===== src/rtl/hazard_pkg.sv =====
// Shared definitions for the decode-stage hazard controller: scoreboard entry
// layout, forwarding source codes and the func codes that identify loads.
package hazard_pkg;

  localparam int HZ_ENT_W = 7;

  // Forwarding source select: register file, or the result held in entry k.
  localparam logic [1:0] HZ_FWD_RF = 2'd0;
  localparam logic [1:0] HZ_FWD_E0 = 2'd1;
  localparam logic [1:0] HZ_FWD_E1 = 2'd2;
  localparam logic [1:0] HZ_FWD_E2 = 2'd3;

  localparam logic [5:0] FN_ADD  = 6'd0;
  localparam logic [5:0] FN_SUB  = 6'd1;
  localparam logic [5:0] FN_ADDI = 6'd8;
  localparam logic [5:0] FN_LB   = 6'd16;
  localparam logic [5:0] FN_LH   = 6'd17;
  localparam logic [5:0] FN_LW   = 6'd18;
  localparam logic [5:0] FN_LBU  = 6'd19;
  localparam logic [5:0] FN_LHU  = 6'd20;
  localparam logic [5:0] FN_SW   = 6'd24;

  typedef struct packed {
    logic       vld;
    logic [4:0] rd;
    logic       ld;
  } hz_ent_t;

  function automatic logic is_load(input logic [5:0] func);
    return func inside {FN_LB, FN_LH, FN_LW, FN_LBU, FN_LHU};
  endfunction

endpackage


===== src/rtl/hazard_sb.sv =====
// Shift scoreboard of destination registers in flight after decode
// (entry 0 = EX ... DEPTH-1 = WB) with per-entry source match vectors.
module hazard_sb
  import hazard_pkg::*;
#(
  parameter int DEPTH = 3
) (
  input  logic             clk,
  input  logic             rst,
  input  logic             issue,
  input  logic [4:0]       issue_rd,
  input  logic             issue_ld,
  input  logic [4:0]       rs1,
  input  logic             rs1v,
  input  logic [4:0]       rs2,
  input  logic             rs2v,
  output logic [DEPTH-1:0] m1,
  output logic [DEPTH-1:0] m2,
  output logic             ld_hit
);

  hz_ent_t ent_q [DEPTH];

  // Entries advance every cycle regardless of stall; a stall simply issues a bubble.
  always_ff @(posedge clk) begin
    if (rst) begin
      for (int k = 0; k < DEPTH; k++) ent_q[k] <= '0;
    end else begin
      ent_q[0] <= issue ? hz_ent_t'{1'b1, issue_rd, issue_ld} : hz_ent_t'('0);
      for (int k = 1; k < DEPTH; k++) ent_q[k] <= ent_q[k-1];
    end
  end

  always_comb begin
    m1 = '0;
    m2 = '0;
    for (int k = 0; k < DEPTH; k++) begin
      m1[k] = rs1v && (rs1 != 5'd0) && ent_q[k].vld && (ent_q[k].rd == rs1);
      m2[k] = rs2v && (rs2 != 5'd0) && ent_q[k].vld && (ent_q[k].rd == rs2);
    end
    ld_hit = ent_q[0].vld && ent_q[0].ld && (m1[0] || m2[0]);
  end

endmodule


===== src/rtl/hazard_ctrl.sv =====
// Decode-stage hazard controller: stall/jmp generation, flush sequencing and
// optional operand forwarding select (enabled by defining HAZARD_FWD_EN).
module hazard_ctrl
  import hazard_pkg::*;
#(
  parameter int DEPTH        = 3,
  parameter int FLUSH_CYCLES = 2
) (
  input  logic       clk,
  input  logic       rst,
  input  logic [4:0] id_rs1,
  input  logic [4:0] id_rs2,
  input  logic [4:0] id_rd,
  input  logic       id_rs1v,
  input  logic       id_rs2v,
  input  logic       id_rdv,
  input  logic [5:0] id_func,
  input  logic       br_taken,
  output logic       stall,
  output logic       jmp,
  output logic [1:0] fwd_a,
  output logic [1:0] fwd_b
);

  logic [2:0]       fcnt;
  logic [DEPTH-1:0] m1;
  logic [DEPTH-1:0] m2;
  logic             ld_hit;
  logic             issue;

  // A redirect reloads the count, so a second branch mid-flush restarts it.
  always_ff @(posedge clk) begin
    if (rst) begin
      fcnt <= 3'd0;
    end else if (br_taken) begin
      fcnt <= 3'(FLUSH_CYCLES - 1);
    end else if (fcnt != 3'd0) begin
      fcnt <= fcnt - 3'd1;
    end
  end

  assign jmp   = br_taken | (fcnt != 3'd0);
  assign issue = !stall && !jmp && id_rdv && (id_rd != 5'd0);

  hazard_sb #(
    .DEPTH (DEPTH)
  ) u_sb (
    .clk      (clk),
    .rst      (rst),
    .issue    (issue),
    .issue_rd (id_rd),
    .issue_ld (is_load(id_func)),
    .rs1      (id_rs1),
    .rs1v     (id_rs1v),
    .rs2      (id_rs2),
    .rs2v     (id_rs2v),
    .m1       (m1),
    .m2       (m2),
    .ld_hit   (ld_hit)
  );

`ifdef HAZARD_FWD_EN
  // Youngest matching entry wins: scan oldest to youngest, last hit sticks.
  function automatic logic [1:0] youngest(input logic [DEPTH-1:0] m);
    logic [1:0] sel;
    sel = HZ_FWD_RF;
    for (int k = DEPTH - 1; k >= 0; k--) begin
      if (m[k]) sel = 2'(k + 1);
    end
    return sel;
  endfunction

  always_comb begin
    stall = !jmp && ld_hit;
    fwd_a = HZ_FWD_RF;
    fwd_b = HZ_FWD_RF;
    if (!jmp && !ld_hit) begin
      fwd_a = youngest(m1);
      fwd_b = youngest(m2);
    end
  end
`else
  // ld_hit is a subset of m1[0]|m2[0]; without forwarding every match stalls.
  always_comb begin
    stall = !jmp && ((|m1) || (|m2) || ld_hit);
    fwd_a = HZ_FWD_RF;
    fwd_b = HZ_FWD_RF;
  end
`endif

endmodule


===== config.mk =====
export PLATFORM = sky130hd
export DESIGN_NAME = hazard_ctrl
export DESIGN_NICKNAME = d
export VERILOG_FILES = /design/src/rtl/hazard_pkg.sv /design/src/rtl/hazard_sb.sv /design/src/rtl/hazard_ctrl.sv
export SDC_FILE = /design/constraint.sdc
export NUM_CORES = 1
export LEC_CHECK = 0
export CAP_MARGIN = 20
export CORE_ASPECT_RATIO = 0.75
export CORE_MARGIN = 2
export CORE_UTILIZATION = 46
export DETAILED_ROUTE_END_ITERATION = 8
export PLACE_DENSITY = 0.78
export RECOVER_POWER = 100
export REMOVE_ABC_BUFFERS = 1
export SLEW_MARGIN = 5
export SYNTH_ARGS = -nofsm -noshare
export SYNTH_HDL_FRONTEND = slang
export SYNTH_SLANG_ARGS = --single-unit

===== constraint.sdc =====
create_clock -name clk -period 1.8 [get_ports clk]
set_input_delay 0.18 -clock clk [delete_from_list [all_inputs] [get_ports clk]]
set_output_delay 0.18 -clock clk [all_outputs]
set_load 0.02 [all_outputs]

==> reports/metrics.csv, run 1 <==
metric,value,unit
outcome,"complete, but fails checks",
failing checks,setup timing,
final net count,185,
Post-CTS Hold Buffers,0,
"most common cell after layout, fill and taps aside",xor2_1,
slowest cell delay on critical path,0.36,ns
actual slew at the worst max-slew pin,0.628,ns
Die X-Extent,61.2,microns
Synth Flop Type,dfxtp_1,
clock slew at reported path FFs,0.11,ns
synthesized area per cell,9.74,sq um
Detailed Routing Iterations Pass 1,4,
# DRC,0,
Synth async-reset ratio,0,
VDD IR max,0.385,mV
type of origin of the critical path,register,
Post-DRT Antenna Nets,0,
TNS Setup,-0.160,ns
CP required,1.62,ns
sequential area share after synthesis,0.372,
vias,898,
first-pass GRT wire length,3800,microns
Inserted Diodes,0,
post-route non-filler standard cell count,189,
TritonCTS clock tree,yes,
"Warnings, synthesis",0,
clock tree buffer depth,2,
crit end category,primary output,
CTS H-tree lvls,1,
largest net degree at the start of global routing,16,
slowest cell on the critical path,dfxtp_2,
initial antenna violation count,0,
Fin. Hold Viols,0,
Cell variety after synth,27,
Synth area leader,dfxtp_1,
mapped cell area,1130,sq um
crit-path max FO,3,
CP Class,register to primary output,
crit path buf inv count,1,
worst rel slew slack,0.581,
synthesized instance count,116,
RSZ-0062 raised after global routing,yes,
CORE AREA,2310,sq um
dpl ws,-0.810,ns
GRT Util Overall,0.191,
Initial Utilization,0.489,
WL/cell,13.1,microns
fin crit period,1.96,ns
Filler cells,199,
placed cell count,184,
global route overflow,0,
number of global-route vias before repair,869,
Post-synth EDFFs,0,
"FF+latch count, synth",21,
gpl congestion,0.911,
Sink Count,21,
CP arrival,1.78,ns
max cap viols,0,
die area,2870,sq um
Hold WC Path Type,input port to register,
Final Routed Wirelength,2480,microns
Clock Tree Root,clkbuf_4,
Crit path max-delay family,simple AND/OR/NAND/NOR gates,
crit-path cells,xor2_1 > nor4_1 > nand3_1 > a31oi_2 > o21ba_1 > buf_6,
# setup viols final,1,
Area contributors post-synth,"dfxtp_1 (37%), xor2_1 (19%), nor2b_1 (6.6%), xnor2_1 (5.4%), nor4_1 (3.3%)",
leakage,0.000655,uW
worst-case clock skew,0.00511,ns
Port-buffer cells,22,
fmax,510,MHz
Slew Limit Fails,0,
post-route clock period utilization,1.09,
chip height,46.9,microns
Layout area overhead,33.3,%
power per cell area,613,nW/um^2
final worst setup slack,-0.160,ns
"commonest cells after routing, fill and taps aside","xor2_1 (24), dfxtp_1 (16), buf_4 (14)",
via/cell ratio,4.75,
Boundary Pins,33,
# rows,15,
Post-DP HPWL,1900,microns
Min Hold Slack,0.421,ns
ratio of cells with drive above 1 in the final layout,0.219,
CTS buffer count,3,
Overall Power,923,uW
1st-iter DRT viols,29,
Yosys top cell area share,0.372,
clk_lat worst skew,0.30,ns
metal layers:
metal / vias up / track usage / routed length, microns
met5: - / 0 / 0
met4: 0 / 0.117 / 58
met3: 4 / 0.0248 / 138
met2: 33 / 0.315 / 1110
met1: 399 / 0.240 / 1170
li1: 462 / - / -
layout make-up:
cell class              instances  area, sq um  area share
flip-flops and latches         21          427       0.283
inverters                       2         7.51     0.00498
repair buffers                 37          320       0.213
clock buffers                   4         26.3      0.0174
multi-input cells              91          683       0.453
well taps                      34         42.5      0.0282
per-stage QoR:
step	cell area [sq um]	util
2_1_floorplan	1110	-
3_3_place_gp	1480	0.639
3_5_place_dp	1480	0.639
4_1_cts	1520	0.657
5_1_grt	1510	0.653
6_report	1510	0.653
Yosys cell counts (4+ instances only):
library cell / number
buf_4: 4
dfxtp_1: 21
nand2_1: 5
nand3_1: 6
nor2_1: 4
nor2b_1: 12
nor3_1: 7
nor4_1: 6
xnor2_1: 7
xor2_1: 24
worst register-to-register path, cell delays in order, from the launching register on:
cell	delay, ns
dfxtp_1	0.31
inv_1	0.07
ha_1	0.21
nand2b_4	0.08
or2_4	0.23
buf_4	0.14
nor3b_2	0.31
o21ai_0	0.16
nor3_1	0.14
report_power, final:
group          internal (uW)  switching [uW]  total [uW]
Combinational            110             102         211
Sequential               479            10.3         490
Clock                   86.3             136         222
Total                    675             247         923
final timing paths:
path,startpoint,to,slack [ns],cells past startpoint
hold / removal,id_rd[3],u_sb.ent_q[0][4]$_SDFF_PP0_,0.42,3
setup / recovery,u_sb.ent_q[0][12]$_SDFF_PP0_,stall,-0.16,6
setup reg to reg,fcnt[0]$_SDFFE_PP0P_,u_sb.ent_q[0][6]$_SDFF_PP0_,0.08,8
hold reg to reg,u_sb.ent_q[0][6]$_SDFF_PP0_,u_sb.ent_q[0][13]$_SDFF_PP0_,0.49,1
logic make-up after synthesis:
family	synth area share
AOI/OAI and AO/OA	0.0698
xor gates and xnor gates	0.240
adders and majority gates	0.0221
buffers and inverters	0.0365
DFF	0.372
muxes	0.00886
other	0.00332
and+or+nand+nor	0.247
flip-flops by register name, summed over array words and instances (netlist names):
name,flops
u_sb.ent_q,18
fcnt,3
repair_timing:
action | CTS | global route
cloned | 0 | 0
gates resized for setup | 25 | 3
buffers inserted | 1 | 0
pin swaps | 10 | 4
endpoints found under the setup margin | 2 | 2
hold endpoints to repair | 0 | 0
(Power assumes the default switching activity.)
==> inputs of run 2 (changes only) <==
==> constraint.sdc (replaced) <==
create_clock -name clk -period 1.8 [get_ports clk]
set_input_delay 0.54 -clock clk [delete_from_list [all_inputs] [get_ports clk]]
set_output_delay 0.54 -clock clk [all_outputs]
set_load 0.02 [all_outputs]
==> reports/metrics.csv, run 2 (synthesis results as in run 1) <==
metric,value,unit
outcome,"complete, but fails checks",
failing checks,setup timing,
# setup viols final,2,
1st-iter DRT viols,23,
TNS Setup,-0.730,ns
via/cell ratio,4.90,
GRT busiest layer,met2,
Post-DRT Antenna Nets,0,
crit-path max FO,4,
Clock Tree Root,clkbuf_4,
biggest regs,"u_sb.ent_q (18), fcnt (3)",
leakage,0.000696,uW
worst-case clock skew,0.00841,ns
FF-to-FF Start,fcnt[1]$_SDFFE_PP0P_,
combinational cell fraction of total power,0.266,
TritonCTS clock tree,yes,
worst rel slew slack,0.565,
Net Sw Frac,0.276,
Sink Count,21,
CP required,1.26,ns
Largest register FFs,18,
RSZ-0062 raised after global routing,yes,
die area,2870,sq um
global route overflow,0,
sequential share of power,0.502,
final net count,193,
Port-buffer cells,22,
fmax,425,MHz
vias,966,
CTS H-tree lvls,1,
Die X-Extent,61.2,microns
clock tree buffer depth,2,
Psw,270,uW
reg2reg path depth,9,
# rows,15,
CP Class,input port to primary output,
GR Util met3,0.0275,
clock slew at reported path FFs,0.11,ns
gpl congestion,0.883,
Final Routed Wirelength,2670,microns
CTS buffer count,3,
placed cell count,186,
first-pass GRT wire length,4040,microns
met2 global-route usage,0.368,
max cap viols,0,
"commonest cells after routing, fill and taps aside","xor2_1 (24), buf_4 (22), dfxtp_1 (14)",
Boundary Pins,33,
internal reg-to-reg setup slack,0.07,ns
slowest cell on the critical path,or4_4,
final worst setup slack,-0.552,ns
initial antenna violation count,0,
WL/cell,13.6,microns
slowest cell delay on critical path,0.55,ns
fin crit period,2.35,ns
worst hold start,u_sb.ent_q[0][11]$_SDFF_PP0_,
post-route non-filler standard cell count,197,
crit end category,primary output,
CORE AREA,2310,sq um
GRT Util Overall,0.201,
met1 Resource Use GR,0.235,
ratio of cells with drive above 1 in the final layout,0.362,
"Most flops, register",u_sb.ent_q,
hold path depth,1,
post-route cell area,1600,sq um
type of origin of the critical path,input port,
post-route clock period utilization,1.31,
Post-CTS Hold Buffers,0,
Min Hold Slack,0.495,ns
number of global-route vias before repair,953,
Hold WC Path Type,register to register,
RR Endpoint,u_sb.ent_q[0][5]$_SDFF_PP0_,
# DRC,0,
chip height,46.9,microns
Clock power frac,0.232,
actual slew at the worst max-slew pin,0.652,ns
Detailed Routing Iterations Pass 1,4,
Layout area overhead,41.3,%
Fin. Hold Viols,0,
crit-path cells,buf_8 > or4_4 > o21ai_4 > a31oi_4 > o21ba_4 > buf_6,
Hold Path End,u_sb.ent_q[0][18]$_SDFF_PP0_,
power per cell area,613,nW/um^2
largest net degree at the start of global routing,16,
dpl cell area,1490,sq um
clk_lat worst skew,0.31,ns
CP arrival,1.81,ns
Post-DP HPWL,1910,microns
Initial Utilization,0.489,
dpl ws,-1.46,ns
Inserted Diodes,0,
Int Pwr,709,uW
VDD IR max,0.444,mV
Slew Limit Fails,0,
"most common cell after layout, fill and taps aside",xor2_1,
[run 2: changes by cell type in the layout (fill, tap and decap cells not counted), sizes merged]
cell | previous run | this run
clkdlybuf4s50 | 10 | 8
buf | 15 | 33
clkbuf | 5 | 4
clkinv | 0 | 1
dlygate4sd2 | 9 | 1
[run 2: how the worst max path moves through the flow]
stage                           startpoint  endpoint  slack, ns  depth (start not counted)
4_1_cts                          id_rs1[1]     stall      -0.52                          6
6_report                         id_rs1[1]     stall      -0.55                          6
3_3_place_gp                     id_rs1[3]     stall      -1.45                          7
5_1_grt        u_sb.ent_q[0][1]$_SDFF_PP0_     stall      -0.73                          6
3_5_place_dp                     id_rs1[3]     stall      -1.46                          7
2_1_floorplan                    id_rs1[4]     stall      -0.36                          5
[run 2: stage by stage]
| stage | utilization | power (uW) |
|---|---|---|
| finish | 0.692 | 979 |
| global placement | 0.646 | 721 |
| floorplan | - | 605 |
| detailed placement | 0.646 | 728 |
| global route | 0.692 | 1030 |
| CTS | 0.680 | 974 |
[run 2: worst max-delay path: cells and delay by family]
kind,cells,cell delay [ns]
AOI/OAI and AO/OA,3,0.48
buffers and inverters,2,0.23
and+or+nand+nor,1,0.55
[run 2: area by class of cell]
type,count,area [sq um]
repair buffers,45,374
clock inverters,1,5.00
multi-input cells,91,716
inverters,2,7.51
clock buffers,3,22.5
flip-flops and latches,21,429
well taps,34,42.5
fillers,170,712
[run 2: per-layer routing]
layer | routed length (microns) | share of wire
met3 | 136 | 0.051
met4 | 20 | 0.0075
met2 | 1330 | 0.50
met5 | 0 | 0
met1 | 1190 | 0.44
[run 2: power by group through the flow]
stage / Clock, uW / Sequential, uW / Combinational (uW)
5_1_grt: 249 / 493 / 284
3_3_place_gp: 0 / 499 / 222
3_5_place_dp: 0 / 499 / 228
2_1_floorplan: 0 / 497 / 108
6_report: 227 / 491 / 261
4_1_cts: 231 / 491 / 252
[run 2: timing repair]
action,CTS,global route
pin swaps,20,13
buffers inserted,5,2
gates resized for setup,70,8
gates cloned,0,0
endpoints found under the setup margin,8,4
==> inputs of run 3 (changes only) <==
- CORE_ASPECT_RATIO: 0.75 -> unset
==> reports/metrics.csv, run 3 (synthesis results as in run 1) <==
metric,value,unit
outcome,"complete, but fails checks",
failing checks,setup timing,
type of origin of the critical path,input port,
# setup viols final,2,
CTS buffer count,3,
Crit path max-delay family,simple AND/OR/NAND/NOR gates,
"commonest cells after routing, fill and taps aside","xor2_1 (24), buf_4 (20), dfxtp_1 (15)",
vias,934,
slowest cell delay on critical path,0.34,ns
most numerous cell on the critical path,buf_6,
internal reg-to-reg setup slack,0.08,ns
"Most flops, register",u_sb.ent_q,
Inserted Diodes,0,
Initial Utilization,0.496,
gpl congestion,0.892,
Fin. Hold Viols,0,
max cap viols,0,
CP Class,input port to primary output,
number of global-route vias before repair,947,
leakage,0.000686,uW
# rows,17,
post-route clock period utilization,1.33,
fmax,419,MHz
CTS H-tree lvls,1,
Post-DP HPWL,1940,microns
biggest regs,"u_sb.ent_q (18), fcnt (3)",
clock tree buffer depth,2,
Post-DRT Antenna Nets,0,
die area,2870,sq um
chip height,53.6,microns
clock slew at reported path FFs,0.11,ns
Detailed Routing Iterations Pass 1,4,
initial antenna violation count,0,
Boundary Pins,33,
GRT Util Overall,0.195,
power per cell area,604,nW/um^2
first-pass GRT wire length,3980,microns
TNS Setup,-0.701,ns
# DRC,0,
CP required,1.26,ns
crit-path cells,buf_6 > xor2_1 > nor4_1 > nand3_1 > a31oi_4 > o21ba_4 > buf_6,
slowest cell on the critical path,nor4_1,
ratio of cells with drive above 1 in the final layout,0.346,
Sink Count,21,
fin crit period,2.39,ns
VDD IR max,0.441,mV
via/cell ratio,4.92,
Port-buffer cells,22,
Die X-Extent,53.6,microns
CORE AREA,2280,sq um
TritonCTS clock tree,yes,
crit end category,primary output,
largest net degree at the start of global routing,13,
placed cell count,182,
hold path depth,1,
worst-case clock skew,0.000949,ns
Hold Path End,u_sb.ent_q[0][20]$_SDFF_PP0_,
final worst setup slack,-0.587,ns
WL/cell,13.1,microns
final net count,192,
Final Routed Wirelength,2480,microns
Slew Limit Fails,0,
FF-to-FF Start,fcnt[1]$_SDFFE_PP0P_,
Hold WC Path Type,register to register,
Final Core Density,0.698,
Layout area overhead,40.5,%
"most common cell after layout, fill and taps aside",xor2_1,
RSZ-0062 raised after global routing,yes,
CP arrival,1.85,ns
Clock Tree Root,clkbuf_4,
crit path buf inv count,2,
1st-iter DRT viols,12,
reg2reg path depth,9,
clk_lat worst skew,0.29,ns
post-route non-filler standard cell count,190,
global route overflow,0,
RR Endpoint,u_sb.ent_q[0][6]$_SDFF_PP0_,
Largest register FFs,18,
crit-path max FO,4,
worst hold start,u_sb.ent_q[0][13]$_SDFF_PP0_,
## run 3: layout make-up
class                   count  area [sq um]
multi-input cells          91           708
fillers                   194           688
flip-flops and latches     21           428
repair buffers             44           382
well taps                  28          35.0
clock buffers               3          22.5
inverters                   2          7.51
clock inverters             1          5.00
## run 3: how the worst max path moves through the flow
| stage | start | to | slack [ns] | cells past startpoint |
|---|---|---|---|---|
| 4_1_cts | id_rs2[0] | stall | -0.49 | 7 |
| 2_1_floorplan | id_rs1[4] | stall | -0.36 | 5 |
| 3_5_place_dp | id_rs1[3] | stall | -1.43 | 7 |
| 5_1_grt | u_sb.ent_q[0][3]$_SDFF_PP0_ | stall | -0.68 | 6 |
| 6_report | id_rs2[3] | stall | -0.59 | 7 |
| 3_3_place_gp | id_rs1[3] | stall | -1.39 | 7 |
## run 3: routing by layer
metal / track usage / vias to the layer above / part of all wire
met5: 0 / - / 0
met4: 0.0726 / 0 / 0.0048
met3: 0.0278 / 2 / 0.056
met2: 0.360 / 33 / 0.53
met1: 0.226 / 421 / 0.41
li1: - / 478 / -
## run 3: worst reg2reg max path, cell delays in order, from the launching register on
cell and delay, ns:
dfxtp_2 0.34, inv_2 0.08, ha_4 0.15, nand2b_4 0.05
or2_4 0.23, buf_6 0.12, buf_4 0.12, nor3b_2 0.33
o21ai_1 0.11, nor3_1 0.13
## run 3: timing repair
action / 4_1_cts / 5_1_grt
pin swaps: 20 / 16
hold buffers: 0 / 0
gates resized for setup: 75 / 10
setup endpoints to repair: 8 / 3
cloned: 0 / 0
setup buffers: 3 / 1
## run 3: power breakdown
part,total [uW],switching (uW),internal [uW],leakage [uW]
Clock,215,133,82.7,0.0000177
Combinational,254,110,144,0.000495
Sequential,490,10.4,480,0.000173
## run 3: stage by stage
stage / worst slack [ns] / power [uW] / hold WS, ns / cell area (sq um)
after floorplan: -0.357 / 605 / 0.457 / 1110
after global placement: -1.39 / 716 / 0.483 / 1500
after detailed placement: -1.43 / 722 / 0.482 / 1500
after CTS: -0.495 / 959 / 0.498 / 1570
after global routing: -0.684 / 1010 / 0.505 / 1590
final: -0.587 / 960 / 0.496 / 1590
